--- src/rtl/instruction_cache_if.sv ---
// Fetch-side and memory-side signals of the instruction cache, bundled as one interface.
// The slave modport is the cache; the master modport is the CPU/memory environment.
interface instruction_cache_if #(
    parameter int ADDR_W = 10
);
    logic [ADDR_W-1:0] address;
    logic [31:0]       instruction;
    logic              busywait;
    logic [ADDR_W-5:0] mem_address;
    logic              mem_read;
    logic [127:0]      mem_readdata;
    logic              mem_busywait;

    modport slave (
        input  address,
        output instruction,
        output busywait,
        output mem_address,
        output mem_read,
        input  mem_readdata,
        input  mem_busywait
    );

    modport master (
        output address,
        input  instruction,
        input  busywait,
        input  mem_address,
        input  mem_read,
        output mem_readdata,
        output mem_busywait
    );
endinterface

--- src/rtl/instruction_cache.sv ---
// Direct-mapped read-only instruction cache: combinational hit path, and a
// three-state refill engine that fetches a 16-byte block on a miss.
module instruction_cache #(
    parameter int ADDR_W  = 10,
    parameter int INDEX_W = 3
) (
    input  logic               clk,
    input  logic               rst_n,
    instruction_cache_if.slave bus_io
);
    localparam int TAG_W     = ADDR_W - INDEX_W - 4;
    localparam int NUM_LINES = 2 ** INDEX_W;

    typedef enum logic [1:0] {IDLE, FETCH, UPDATE} state_t;

    state_t               state_q, state_d;
    logic [TAG_W-1:0]     tag_q, tag_d;
    logic [INDEX_W-1:0]   index_q, index_d;
    logic [NUM_LINES-1:0] valid_q;
    logic [127:0]         block_q;
    logic [TAG_W-1:0]     tag_mem  [NUM_LINES];
    logic [127:0]         data_mem [NUM_LINES];

    logic [TAG_W-1:0]     addr_tag;
    logic [INDEX_W-1:0]   addr_index;
    logic [1:0]           addr_word;
    logic                 hit;
    logic [31:0]          hit_word;
    logic                 capture;
    logic                 refill;
    logic                 busy;
    logic                 mem_read;
    logic [ADDR_W-5:0]    mem_address;

    assign addr_tag   = bus_io.address[ADDR_W-1:INDEX_W+4];
    assign addr_index = bus_io.address[INDEX_W+3:4];
    assign addr_word  = bus_io.address[3:2];

    assign hit      = valid_q[addr_index] && (tag_mem[addr_index] == addr_tag);
    assign hit_word = data_mem[addr_index][{addr_word, 5'd0} +: 32];

    always_comb begin
        state_d     = state_q;
        tag_d       = tag_q;
        index_d     = index_q;
        capture     = 1'b0;
        refill      = 1'b0;
        busy        = 1'b0;
        mem_read    = 1'b0;
        mem_address = '0;
        case (state_q)
            IDLE: begin
                busy = ~hit;
                if (!hit) begin
                    tag_d   = addr_tag;
                    index_d = addr_index;
                    state_d = FETCH;
                end
            end
            FETCH: begin
                busy        = 1'b1;
                mem_read    = 1'b1;
                mem_address = {tag_q, index_q};
                if (!bus_io.mem_busywait) begin
                    capture = 1'b1;
                    state_d = UPDATE;
                end
            end
            UPDATE: begin
                busy    = 1'b1;
                refill  = 1'b1;
                state_d = IDLE;
            end
            default: state_d = IDLE;
        endcase
    end

    always_ff @(posedge clk or negedge rst_n) begin
        if (!rst_n) begin
            state_q <= IDLE;
            tag_q   <= '0;
            index_q <= '0;
            valid_q <= '0;
        end else begin
            state_q <= state_d;
            tag_q   <= tag_d;
            index_q <= index_d;
            if (refill) begin
                valid_q[index_q] <= 1'b1;
            end
        end
    end

    // Line write uses the latched index only, so the fetch address is irrelevant in UPDATE.
    always_ff @(posedge clk) begin
        if (capture) begin
            block_q <= bus_io.mem_readdata;
        end
        if (refill) begin
            data_mem[index_q] <= block_q;
            tag_mem[index_q]  <= tag_q;
        end
    end

    // Reset must silence the stall and word outputs immediately, not at the next edge.
    assign bus_io.busywait    = rst_n && busy;
    assign bus_io.instruction = (rst_n && hit) ? hit_word : 32'h0;
    assign bus_io.mem_read    = mem_read;
    assign bus_io.mem_address = mem_address;
endmodule

--- src/flat_wrapper.sv ---
// flat-port wrapper written by rule: the top's interface ports become plain ports
module instruction_cache_flat 
#(
    parameter int ADDR_W  = 10,
    parameter int INDEX_W = 3
)
  (clk, rst_n, bus_io_address, bus_io_instruction, bus_io_busywait, bus_io_mem_address, bus_io_mem_read, bus_io_mem_readdata, bus_io_mem_busywait);
  instruction_cache_if #(.ADDR_W(ADDR_W)) bus_io_i ();
  input  logic clk;
  input  logic rst_n;
  input wire logic [$bits(bus_io_i.address)-1:0] bus_io_address;
  output wire logic [$bits(bus_io_i.instruction)-1:0] bus_io_instruction;
  output wire logic [$bits(bus_io_i.busywait)-1:0] bus_io_busywait;
  output wire logic [$bits(bus_io_i.mem_address)-1:0] bus_io_mem_address;
  output wire logic [$bits(bus_io_i.mem_read)-1:0] bus_io_mem_read;
  input wire logic [$bits(bus_io_i.mem_readdata)-1:0] bus_io_mem_readdata;
  input wire logic [$bits(bus_io_i.mem_busywait)-1:0] bus_io_mem_busywait;
  assign bus_io_i.address = bus_io_address;
  assign bus_io_instruction = bus_io_i.instruction;
  assign bus_io_busywait = bus_io_i.busywait;
  assign bus_io_mem_address = bus_io_i.mem_address;
  assign bus_io_mem_read = bus_io_i.mem_read;
  assign bus_io_i.mem_readdata = bus_io_mem_readdata;
  assign bus_io_i.mem_busywait = bus_io_mem_busywait;
  instruction_cache #(.ADDR_W(ADDR_W), .INDEX_W(INDEX_W)) u_core (.clk(clk), .rst_n(rst_n), .bus_io(bus_io_i));
endmodule
--- config.mk ---
export PLATFORM = sky130hd
export DESIGN_NAME = instruction_cache_flat
export DESIGN_NICKNAME = d
export VERILOG_FILES = /design/src/rtl/instruction_cache_if.sv /design/src/rtl/instruction_cache.sv /design/src/flat_wrapper.sv
export SDC_FILE = /design/constraint.sdc
export NUM_CORES = 1
export LEC_CHECK = 0
export ABC_AREA = 0
export CAP_MARGIN = 20
export CORE_ASPECT_RATIO = 0.8
export CORE_MARGIN = 2
export CORE_UTILIZATION = 32
export CTS_CLUSTER_SIZE = 14
export DETAILED_ROUTE_END_ITERATION = 10
export GPL_TIMING_DRIVEN = 0
export PLACE_DENSITY_LB_ADDON = 0.05
export SYNTH_ARGS = -nofsm -noshare
export SYNTH_HDL_FRONTEND = slang
export SYNTH_SLANG_ARGS = --single-unit
--- constraint.sdc ---
create_clock -name clk -period 13.2 [get_ports clk]
set_input_delay 1.98 -clock clk [delete_from_list [all_inputs] [get_ports clk]]
set_output_delay 1.98 -clock clk [all_outputs]
set_load 0.05 [all_outputs]
# Yosys cells after proc, flatten, opt, wreduce, memory -nomap -nowiden
# Memory sizes are Yosys's and may differ from the RTL's.
# Index checks and enable logic that the tools add are counted.
# word_totals
in_bits	141
ff_bits	144
ram_bits	1048
output_inout_bits	40
n_memories	2
# classes
order_cmp	3
n_reduce_logical	8
n_bitwise	2
muxes	16
eq_ne	5
n_shift	1
# mem_list
memory	words	word_bits	read_ports	rd_ports_with_merged_regs	wr	line_no	source
u_core.data_mem	8	128	1	0	1	instruction_cache.sv:22	logic [127:0] data_mem [NUM_LINES];
u_core.tag_mem	8	3	1	0	1	instruction_cache.sv:21	logic [TAG_W-1:0] tag_mem [NUM_LINES];
# ops
cell	n
indexed part select 128 x 8 -> 32 bit	1
2-to-1 mux 32 bit	1
< comparator 3 x 4 -> 1 bit, second input constant	2
2-to-1 mux 1 bit	8
bitwise OR 8 bit	1
2-to-1 mux 6 bit	1
logical AND 1 bit	4
2-to-1 mux 2 bit	2
inequality test 2 bit, second input constant	2
case mux 2 bit (2 select lines)	1
AND reduction 2 bit	2
binary-select mux 1 bit (select 3 bit)	1
demux 1 bit (select 3 bit)	1
== test 3 bit	1
>= comparator 3 x 1 -> 1 bit, second input constant	1
== test 2 x 1 -> 1 bit, second input constant	1
== test 2 bit, second input constant	1
logical NOT 2 bit	1
case mux 1 bit (2 select lines)	1
OR reduction 2 bit	1
inverter 1 bit	1

# Depth between registers and ports, before layout
# Gate-level depths: netlist of run 1.
# depth
depth_word	6
mapped_depth	9
depth_no_buf	5

# Least setup slack after synthesis of run 1
# OpenSTA, ideal clock, no wires.
# synth_path
path_type	register to register
from	register u_core.state_q[0]
to	register u_core.valid_q[0]
n_path_buf	0
path_stages_with_launch	6
required_time_ns	13.078
slack_ns	2.600
setup_ns	0.122
arrival_ns	10.479
cell_sequence	dfrtp_1 > inv_1 > ha_1 > nand2b_1 > nor3_1 > or2_2
# synth_between
elab_chain_cells	2
# synth_lines
element	line_no	source
start: declaration	instruction_cache.sv:16	state_t state_q, state_d;
start signal: assignment	instruction_cache.sv:85	state_q <= state_d;
== test 2 bit	instruction_cache.sv:51	case (state_q)
2-to-1 mux 1 bit	instruction_cache.sv:51	
end signal: assignment	instruction_cache.sv:83	valid_q <= '0;
end signal: indexed assignment	instruction_cache.sv:89	valid_q[index_q] <= 1'b1;
end: declaration	instruction_cache.sv:19	logic [NUM_LINES-1:0] valid_q;
# Every way passes these cells.
# A chain may end at the register's enable or synchronous reset.

# Final worst setup path of run 1
# layout_path
from	input bus_io_address[5]
to	output bus_io_instruction[1]
# layout_between
elab_chain_cells	5
# layout_lines
element	line_no	source
start: declaration	flat_wrapper.sv:11	input wire logic [$bits(bus_io_i.address)-1:0] bus_io_address;
parallel branches: the longest is 4 deep, another holds memory (8 x 128 bit)	--	
2-to-1 mux 32 bit *	instruction_cache.sv:107	assign bus_io.instruction = (rst_n && hit) ? hit_word : 32'h0;
end: declaration	flat_wrapper.sv:12	output wire logic [$bits(bus_io_i.instruction)-1:0] bus_io_instruction;
# Every way passes the cells marked *. The select of a mux whose other input is x is not followed.

==> results of run 1 <==
-- area by class of cell --
class / instances / area [um^2] / area share
inverters: 5 / 18.77 / 0.0003454
flip-flops and latches: 1192 / 35710 / 0.6573
plain buffers: 83 / 440.4 / 0.008106
clock inverters: 63 / 524.3 / 0.009649
multi-input cells: 459 / 8381 / 0.1542
diodes: 1 / 2.502 / 0.00004606
clock buffers: 170 / 3528 / 0.06494
well taps: 1860 / 2327 / 0.04283
repair buffers: 273 / 3396 / 0.06250
-- flip-flops by register name (all words and copies together), names as in the netlist --
signal / count
u_core.block_q: 128
u_core.state_q: 2
u_core.tag_q: 3
u_core.valid_q: 8
u_core.tag_mem: 24
u_core.data_mem: 1024
u_core.index_q: 3
-- per-stage QoR --
| step | hold slack, ps | power [W] | TNS, ps | cell area [um^2] | utilization |
|---|---|---|---|---|---|
| final | 466.6 | 0.009306 | 0 | 54330 | 0.3933 |
| after global routing | 481.2 | 0.009678 | 0 | 54330 | 0.3933 |
| after CTS | 466.4 | 0.009462 | 0 | 54300 | 0.3931 |
| after detailed placement | 453.0 | 0.005942 | 0 | 50250 | 0.3637 |
| after global placement | 444.9 | 0.005974 | -4222660 | 48550 | 0.3514 |
| after floorplan | 433.7 | 0.005423 | 0 | 44490 | - |
-- cell families (layout without fill, tap and decap cells) --
logic type | count (synthesis) | in the layout | synth area share
compound gates | 5 | 5 | 0.001294
xor+xnor | 3 | 3 | 0.0007595
fa+ha+maj | 5 | 5 | 0.001406
buf+inv | 88 | 594 | 0.01029
flops | 1192 | 1192 | 0.8027
mux | 376 | 376 | 0.1762
other cells | 0 | 1 | 0
simple gates | 70 | 70 | 0.007312
-- synthesized netlist by cell type --
cell / instances / area share
nand3_1: 2 / 0.00022
mux4_2: 325 / 0.16
nor2b_1: 1 / 0.00014
buf_2: 18 / 0.0020
nand2_1: 6 / 0.00051
mux2_2: 7 / 0.0018
buf_1: 13 / 0.0011
or2_2: 8 / 0.0011
mux2i_1: 44 / 0.0099
a21oi_1: 1 / 0.00011
nor4_1: 1 / 0.00014
or4_1: 2 / 0.00034
buf_6: 8 / 0.0020
and2_1: 6 / 0.00084
dfrtp_1: 16 / 0.0090
clkbuf_1: 32 / 0.0027
nand2b_1: 4 / 0.00056
o41ai_1: 1 / 0.00020
ha_1: 5 / 0.0014
o41ai_4: 1 / 0.00062
edfxtp_1: 1176 / 0.79
o211ai_1: 1 / 0.00017
inv_1: 5 / 0.00042
nor2_1: 38 / 0.0032
buf_4: 12 / 0.0020
xnor2_2: 1 / 0.00037
xnor2_1: 2 / 0.00039
a2bb2oi_1: 1 / 0.00020
nor3_1: 2 / 0.00022
-- metal layers --
| metal | global-route usage | vias to the layer above | share of wire |
|---|---|---|---|
| met2 | 0.2821 | 391 | 0.50 |
| met3 | 0.02966 | 150 | 0.037 |
| met5 | 0 | - | 0.00021 |
| met4 | 0.05148 | 4 | 0.024 |
| met1 | 0.2249 | 10780 | 0.44 |
| li1 | - | 8347 | - |
-- how the worst max path moves through the flow --
stage                                       start                       endpoint  slack [ps]  cells past startpoint
CTS                             bus_io_address[5]          bus_io_instruction[1]        4910                      9
global placement    u_core.state_q[0]$_DFFE_PN0P_  u_core.valid_q[0]$_DFFE_PN0P_      -10960                      5
floorplan           u_core.state_q[0]$_DFFE_PN0P_  u_core.valid_q[0]$_DFFE_PN0P_        2600                      5
global route                    bus_io_address[5]          bus_io_instruction[1]        4950                      9
detailed placement              bus_io_address[5]          bus_io_instruction[1]        4920                      9
finish                          bus_io_address[5]          bus_io_instruction[1]        5080                      9
-- power breakdown --
group / internal (W) / total (W) / switching (W) / leakage (nW)
sequential: 0.00465 / 0.00486 / 0.000203 / 10.8
clock: 0.00201 / 0.00348 / 0.00147 / 1.99
combinational: 0.000397 / 0.000971 / 0.000573 / 4.23
total: 0.00706 / 0.00931 / 0.00225 / 17.0
==> results.py, run 1 <==
metrics = {
    "global_routing": {
        "grt-ovfl-total": 0,
        "grt_pass1_vias": 20790,
        "grt_first_pass_wirelength_mm": 163.7,
        "antenna_found_initial": 5,
        "grt_max_degree": 29,
        "grt_usage": 0.1686,
    },
    "placed_design": {
        "gp_congestion": 0.7285,
        "io_buffers": 173,
        "pre_cts_ws_ps": 4918,
        "dp_cells": 3870,
        "hpwl_mm": 79.75,
    },
    "final_layout": {
        "layout_commonest_cell": "edfxtp_1",
        "final_cell_mix": "edfxtp_1, mux4_2, clkdlybuf4s50_1",
        "syn_to_final_growth_pct": 22.12,
        "layout-drive-gt1-share": 0.2976,
        "nNetsFinal": 2290,
        "fill_cells": 12200,
        "instances_no_fill": 4106,
    },
    "yosys": {
        "ys_seq_elements": 1192,
        "syn_avg_cell_area_um2": 25.58,
        "synth_cells": 1739,
        "synth_cell_types": 29,
        "synth_nets": 1885,
        "synth_area_um2": 44490,
        "synth_sequential_area_ratio": 0.8027,
        "yosysWarnings": 0,
    },
    "floorplanning": {
        "rows": 122,
        "fp.coreArea_um2": 138100,
        "ios": 181,
        "die_w_um": 420.9,
        "fp.dieArea_um2": 142000,
        "die_y_um": 337.5,
        "start_util": 0.3221,
    },
    "worst_setup_path": {
        "r2r_start": "u_core.state_q[0]$_DFFE_PN0P_",
        "cp_cell_sequence": "buf_2 -> clkbuf_1 -> buf_8 -> clkbuf_1 -> mux4_2 -> mux4_2 -> mux2i_1 -> nor2_1 -> clkdlybuf4s50_1",
        "reg2reg_depth": 8,
        "crit_arrival_ps": 6140,
        "crit_path_max_incr_delay_ps": 820,
        "critPathCaptureType": "primary output",
        "critPathTopFamily": "buffers and inverters",
        "path_class": "in2out",
        "rr_endpoint": "u_core.data_mem[2][83]$_DFFE_PP_",
        "reg2reg_slack_ps": 10190,
        "crit_buf_inv": 5,
        "crit_slowest_cell": "clkbuf_1",
        "cp.required_ps": 11220,
        "crit_path_start_kind": "input pin",
        "path_max_fanout": 10,
    },
    "timing": {
        "setup_viol": 0,
        "tightest_slew_ps": 1111,
        "slew_viol_final": 0,
        "fin_crit_sh": 0.6154,
        "hold_viol_final": 0,
        "fin_crit_ps": 8123,
        "finalWorstSetupSlack_ps": 5077,
        "rsz0062_at_grt": "no",
        "fmax_mhz": 123.1,
        "final.setup_skew_ps": 17.82,
        "slew_headroom": 0.2593,
    },
    "power": {
        "vdd_drop_max_mv": 0.1212,
        "pwr_density_cell_nw_per_um2": 171.3,
        "leakage_nw": 17.03,
    },
    "drt": {
        "wl_mm": 117.8,
        "postRouteAntennaNets": 0,
        "via_per_inst": 4.791,
        "drc": 0,
        "drt_iter0_drc": 1610,
        "wire_per_inst_um": 28.69,
        "drt-pass1-iter-count": 6,
        "route.vias.total": 19670,
    },
    "clock_network": {
        "cts_max_path_buffers": 3,
        "cts_resized": 0,
        "root_buffer": "clkbuf_16",
        "postCtsSetupBuffers": 0,
        "clock_sinks": 1192,
        "cts_tree": "done",
        "postCtsHoldBufs": 0,
        "clkLatencyLatePin_ps": 750,
        "clkSlewWorstSetupHoldPaths_ps": 60,
        "h-tree-depth": 4,
        "cts_made_buffers": 130,
    },
    "hold_path": {
        "hold_class": "reg2reg",
        "min_path_cells": 1,
        "hold_path_startpoint": "u_core.valid_q[2]$_DFFE_PN0P_",
        "holdPathEnd": "u_core.valid_q[2]$_DFFE_PN0P_",
    },
    "outcome": {
        "status": "finished clean",
    },
    "flow_run": {
        "cap_violations": 0,
    },
}
No activity file was read; power rests on OpenSTA's default activity.
==> run 2: changes to the inputs <==
clock period = 7.5 ns   (was 13.2 ns; I/O delays follow)
==> run 2 against run 1 <==
Against the previous run:
- final area increased by 0.63%
- sequential power increased by 76%
- largest power group unchanged
- largest cell class unchanged
- utilization increased by 0.25 points
- clock power increased by 80%
- non-clock buffer count decreased by 14
- clock skew increased by 4.2 ps
==> results.py, run 2 (synthesis results as in run 1) <==
metrics = {
    "timing": {
        "fmax_mhz": 154.4,
        "tightest_slew_ps": 1081,
        "rsz0062_at_grt": "no",
        "slew_viol_final": 0,
        "final.setup_skew_ps": 22.01,
        "slew_headroom": 0.2790,
        "hold_viol_final": 0,
        "fin_tns_setup_ps": 0,
        "setup_viol": 0,
        "fin_crit_sh": 0.8634,
        "fin_crit_ps": 6476,
    },
    "final_layout": {
        "instances_no_fill": 4101,
        "syn_to_final_growth_pct": 22.89,
        "largest_register_ffs": 1024,
        "fill_cells": 12100,
        "nNetsFinal": 2279,
        "top_register": "u_core.data_mem",
        "layout-drive-gt1-share": 0.2922,
        "layout_commonest_cell": "edfxtp_1",
        "final_cell_mix": "edfxtp_1, mux4_2, clkdlybuf4s50_1",
        "reg_top3": "u_core.data_mem x1024, u_core.block_q x128, u_core.tag_mem x24",
    },
    "worst_setup_path": {
        "critPathCaptureType": "primary output",
        "cp.required_ps": 6380,
        "crit_arrival_ps": 5350,
        "crit_path_start_kind": "input pin",
        "path_class": "in2out",
        "cp_cell_sequence": "buf_2 -> clkbuf_1 -> clkbuf_1 -> mux4_2 -> mux4_2 -> mux2i_1 -> nor2_1 -> clkdlybuf4s50_1",
        "reg2reg_depth": 9,
        "cp.depth": 8,
        "critPathTopFamily": "buffers and inverters",
        "path_max_fanout": 10,
        "crit_slowest_cell": "clkbuf_1",
        "crit_buf_inv": 4,
        "crit_path_max_incr_delay_ps": 860,
    },
    "floorplanning": {
        "start_util": 0.3221,
        "fp.dieArea_um2": 142000,
        "fp.coreArea_um2": 138100,
        "ios": 181,
        "die_w_um": 420.9,
        "rows": 122,
        "die_y_um": 337.5,
    },
    "clock_network": {
        "clock_sinks": 1192,
        "cts_tree": "done",
        "cts_made_buffers": 133,
        "clkLatencyLatePin_ps": 760,
        "h-tree-depth": 4,
        "postCtsHoldBufs": 0,
        "cts_resized": 0,
        "cts_max_path_buffers": 3,
        "root_buffer": "clkbuf_16",
        "clkSlewWorstSetupHoldPaths_ps": 50,
        "postCtsSetupBuffers": 0,
    },
    "power": {
        "pwr_density_cell_nw_per_um2": 302.4,
        "leakage_nw": 17.11,
        "power.total_w": 0.01653,
        "p_switching_w": 0.003956,
        "vdd_drop_max_mv": 0.1596,
        "switching_share": 0.2393,
        "p_comb_frac": 0.104,
        "pwr-share-seq": 0.517,
        "clock_power_share": 0.379,
        "p_int_w": 0.01258,
    },
    "hold_path": {
        "min_path_cells": 1,
        "hold_class": "reg2reg",
    },
    "placed_design": {
        "dp_cells": 3858,
        "io_buffers": 173,
        "hpwl_mm": 77.68,
        "gp_congestion": 0.7265,
    },
    "drt": {
        "via_per_inst": 4.808,
        "route.vias.total": 19720,
        "drt-pass1-iter-count": 5,
        "wl_mm": 117.6,
        "drt_iter0_drc": 1664,
        "postRouteAntennaNets": 0,
        "drc": 0,
        "wire_per_inst_um": 28.68,
    },
    "flow_run": {
        "cap_violations": 0,
    },
    "global_routing": {
        "grt_usage": 0.1688,
        "antenna_found_initial": 7,
        "grt-ovfl-total": 0,
        "grt_pass1_vias": 21070,
        "grt_max_degree": 31,
        "grt_first_pass_wirelength_mm": 163.8,
    },
    "outcome": {
        "status": "finished clean",
    },
}
==> run 2: changes by cell type in the layout (fill, tap and decap cells not counted), moves of 3 or more <==
cell | previous run | this run
clkinvlp_4 | 1 | 4
clkbuf_8 | 4 | 0
clkinv_2 | 20 | 15
clkinv_1 | 23 | 28
buf_12 | 40 | 37
clkbuf_16 | 134 | 139
clkbuf_1 | 64 | 67
buf_6 | 46 | 10
buf_8 | 12 | 16
buf_16 | 9 | 31
==> run 2: through the flow <==
stage	hold WS (ps)	cell area [um^2]	setup WS, ps	util
2_1_floorplan	433.7	44500	541.5	-
3_3_place_gp	445.4	48560	-7622	0.3515
3_5_place_dp	451.0	50480	870.1	0.3654
4_1_cts	466.3	54670	867.5	0.3957
5_1_grt	477.9	54670	909.8	0.3958
6_report	464.7	54670	1024	0.3958
==> run 2: worst paths after layout <==
kind / from / to / slack, ps
setup / recovery: bus_io_address[5] / bus_io_instruction[1] / 1020
hold / removal: u_core.valid_q[4]$_DFFE_PN0P_ / u_core.valid_q[4]$_DFFE_PN0P_ / 460
setup reg to reg: u_core.state_q[0]$_DFFE_PN0P_ / u_core.data_mem[5][91]$_DFFE_PP_ / 4440
hold reg to reg: u_core.valid_q[4]$_DFFE_PN0P_ / u_core.valid_q[4]$_DFFE_PN0P_ / 460
max in group asynchronous: rst_n / u_core.valid_q[6]$_DFFE_PN0P_ / 6110
min in group asynchronous: rst_n / u_core.state_q[0]$_DFFE_PN0P_ / 860
==> run 2: cell type report <==
class / count / area [um^2] / share of cell area
flip-flops and latches: 1192 / 35710 / 0.6532
multi-input cells: 459 / 8393 / 0.1535
clock buffers: 175 / 3613 / 0.06609
repair buffers: 259 / 3588 / 0.06563
well taps: 1860 / 2327 / 0.04257
clock inverters: 65 / 568.0 / 0.01039
plain buffers: 83 / 442.9 / 0.008101
inverters: 5 / 18.77 / 0.0003433
diodes: 3 / 7.507 / 0.0001373
==> run 2: power groups by stage <==
| stage | clock network [W] | logic [W] | registers [W] |
|---|---|---|---|
| after floorplan | 0 | 0.000878 | 0.00864 |
| after global placement | 0 | 0.00152 | 0.00890 |
| after detailed placement | 0 | 0.00178 | 0.00870 |
| after CTS | 0.00647 | 0.00178 | 0.00856 |
| after global routing | 0.00672 | 0.00183 | 0.00862 |
| final | 0.00626 | 0.00171 | 0.00855 |
==> run 2: worst reg2reg max path, cell delays in order (launching register included) <==
cell and delay [ps]:
dfrtp_1 440, inv_1 140, ha_1 180, nand2_1 240, nor2_4 660, buf_12 280
buf_16 200, buf_12 210, buf_12 220, buf_16 190
==> run 2: metal layers <==
layer	wire, um	GRT usage	share of wire	vias to the layer above
li1	-	-	-	8357
met1	51620	0.2262	0.44	10800
met2	58760	0.2820	0.50	404
met3	4631	0.02907	0.039	153
met4	2620	0.05094	0.022	0
met5	0	0	0	-
==> run 3: changes to the inputs <==
==> constraint.sdc (replaced) <==
create_clock -name clk -period 7.5 [get_ports clk]
set_input_delay 1.875 -clock clk [delete_from_list [all_inputs] [get_ports clk]]
set_output_delay 1.875 -clock clk [all_outputs]
set_load 0.05 [all_outputs]
==> run 3 against run 2 <==
Against the previous run:
- wire length about the same
- clock power about the same
- clock skew increased by 2.1 ps
- critical path depth increased by 1
- non-clock buffer count unchanged
- final area about the same
- total power about the same
- sequential share of layout area decreased by 0.051 points
- sequential cell count unchanged
- worst setup slack got worse by 870 ps
- clock-buffer cell count unchanged
- critical endpoint is now bus_io_instruction[10]
- die area unchanged
==> results.py, run 3 (synthesis results as in run 1) <==
metrics = {
    "outcome": {
        "status": "finished clean",
    },
    "power": {
        "pwr_density_cell_nw_per_um2": 302.3,
        "leakage_nw": 17.17,
        "vdd_drop_max_mv": 0.1598,
        "power.total_w": 0.01654,
    },
    "drt": {
        "wire_per_inst_um": 28.67,
        "drc": 0,
        "route.vias.total": 19670,
        "drt_iter0_drc": 1654,
        "wl_mm": 117.6,
        "postRouteAntennaNets": 0,
        "drt-pass1-iter-count": 5,
        "via_per_inst": 4.795,
    },
    "timing": {
        "final.setup_skew_ps": 24.15,
        "hold_viol_final": 0,
        "hold_ws_ps": 462.9,
        "fmax_mhz": 136.1,
        "slew_viol_final": 0,
        "rsz0062_at_grt": "no",
        "fin_crit_ps": 7346,
        "fin_tns_setup_ps": 0,
        "slew_headroom": 0.3022,
        "setup_viol": 0,
        "tightest_slew_ps": 1047,
        "finalWorstSetupSlack_ps": 154.1,
        "fin_crit_sh": 0.9795,
    },
    "final_layout": {
        "reg_top3": "u_core.data_mem x1024, u_core.block_q x128, u_core.tag_mem x24",
        "nNetsFinal": 2279,
        "largest_register_ffs": 1024,
        "utilization": 0.3961,
        "syn_to_final_growth_pct": 22.98,
        "final_cell_mix": "edfxtp_1, mux4_2, clkdlybuf4s50_1",
        "layout-drive-gt1-share": 0.3007,
        "layout_commonest_cell": "edfxtp_1",
        "top_register": "u_core.data_mem",
        "fill_cells": 12110,
    },
    "floorplanning": {
        "rows": 122,
        "die_w_um": 420.9,
        "fp.coreArea_um2": 138100,
        "fp.dieArea_um2": 142000,
        "die_y_um": 337.5,
        "ios": 181,
        "start_util": 0.3221,
    },
    "clock_network": {
        "postCtsSetupBuffers": 0,
        "clkSlewWorstSetupHoldPaths_ps": 50,
        "cts_tree": "done",
        "cts_resized": 22,
        "h-tree-depth": 4,
        "clkLatencyLatePin_ps": 760,
        "postCtsHoldBufs": 0,
        "cts_made_buffers": 133,
        "clock_sinks": 1192,
        "cts_max_path_buffers": 3,
        "root_buffer": "clkbuf_16",
    },
    "worst_setup_path": {
        "crit_slowest_cell": "clkdlybuf4s50_1",
        "path_class": "in2out",
        "cp_common_cell": "mux4_2",
        "path_max_fanout": 10,
        "critPathCaptureType": "primary output",
        "crit_path_max_incr_delay_ps": 710,
        "critPathTopFamily": "buffers and inverters",
        "crit_arrival_ps": 5470,
        "cp.required_ps": 5620,
        "crit_path_start_kind": "input pin",
        "cp_cell_sequence": "buf_2 -> clkbuf_2 -> clkbuf_1 -> buf_8 -> mux4_2 -> mux4_2 -> mux2i_1 -> nor2_1 -> clkdlybuf4s50_1",
        "crit_buf_inv": 5,
    },
    "global_routing": {
        "grt_pass1_vias": 21070,
        "antenna_found_initial": 7,
        "grt_usage": 0.1688,
        "grt-ovfl-total": 0,
        "grt_first_pass_wirelength_mm": 163.8,
        "grt_max_degree": 31,
    },
    "placed_design": {
        "hpwl_mm": 77.68,
        "io_buffers": 173,
        "gp_congestion": 0.7265,
        "pre_cts_ws_ps": -629.9,
    },
    "flow_run": {
        "cap_violations": 0,
    },
    "hold_path": {
        "hold_class": "reg2reg",
    },
}
==> run 3: cell count changes in the layout (fill, tap and decap cells not counted), sizes merged <==
cell | previous run | this run
buf | 137 | 134
clkdlybuf4s15 | 0 | 3
==> run 3: cell type report <==
class	count	area (um^2)	area share
Buffer	83	485.5	0.008872
Sequential cell	1192	35710	0.6527
Multi-Input combinational cell	459	8393	0.1534
Tap cell	1860	2327	0.04253
Timing Repair Buffer	259	3588	0.06558
Antenna cell	3	7.507	0.0001372
Clock inverter	65	568.0	0.01038
Inverter	5	18.77	0.0003430
Clock buffer	175	3613	0.06604
==> run 3: stage by stage <==
stage | instance area (um^2) | std cells
final | 54720 | 4101
after detailed placement | 50480 | 3858
after global routing | 54710 | 4100
after global placement | 48560 | 3772
after floorplan | 44500 | 1739
after CTS | 54710 | 4098
==> run 3: path summary, 6_finish.rpt <==
check	start	cells after the start	slack, ps	to
max	bus_io_address[5]	9	150	bus_io_instruction[10]
min	u_core.valid_q[4]$_DFFE_PN0P_	1	460	u_core.valid_q[4]$_DFFE_PN0P_
max reg2reg	u_core.state_q[0]$_DFFE_PN0P_	9	4450	u_core.data_mem[5][125]$_DFFE_PP_
min reg2reg	u_core.valid_q[4]$_DFFE_PN0P_	1	460	u_core.valid_q[4]$_DFFE_PN0P_
max in group asynchronous	rst_n	1	5370	u_core.valid_q[6]$_DFFE_PN0P_
min in group asynchronous	rst_n	1	1600	u_core.state_q[0]$_DFFE_PN0P_
==> run 3: per-layer routing <==
layer / GRT usage / share of wire
met1: 0.2262 / 0.44
met2: 0.2820 / 0.50
met3: 0.02907 / 0.039
met4: 0.05094 / 0.022
met5: 0 / 0
==> run 3: power breakdown <==
part	switching, W	total (W)	leakage (nW)	internal, W
logic	0.000996	0.00171	4.33	0.000718
clock network	0.00260	0.00627	2.03	0.00367
registers	0.000365	0.00855	10.8	0.00819
total	0.00396	0.0165	17.2	0.0126
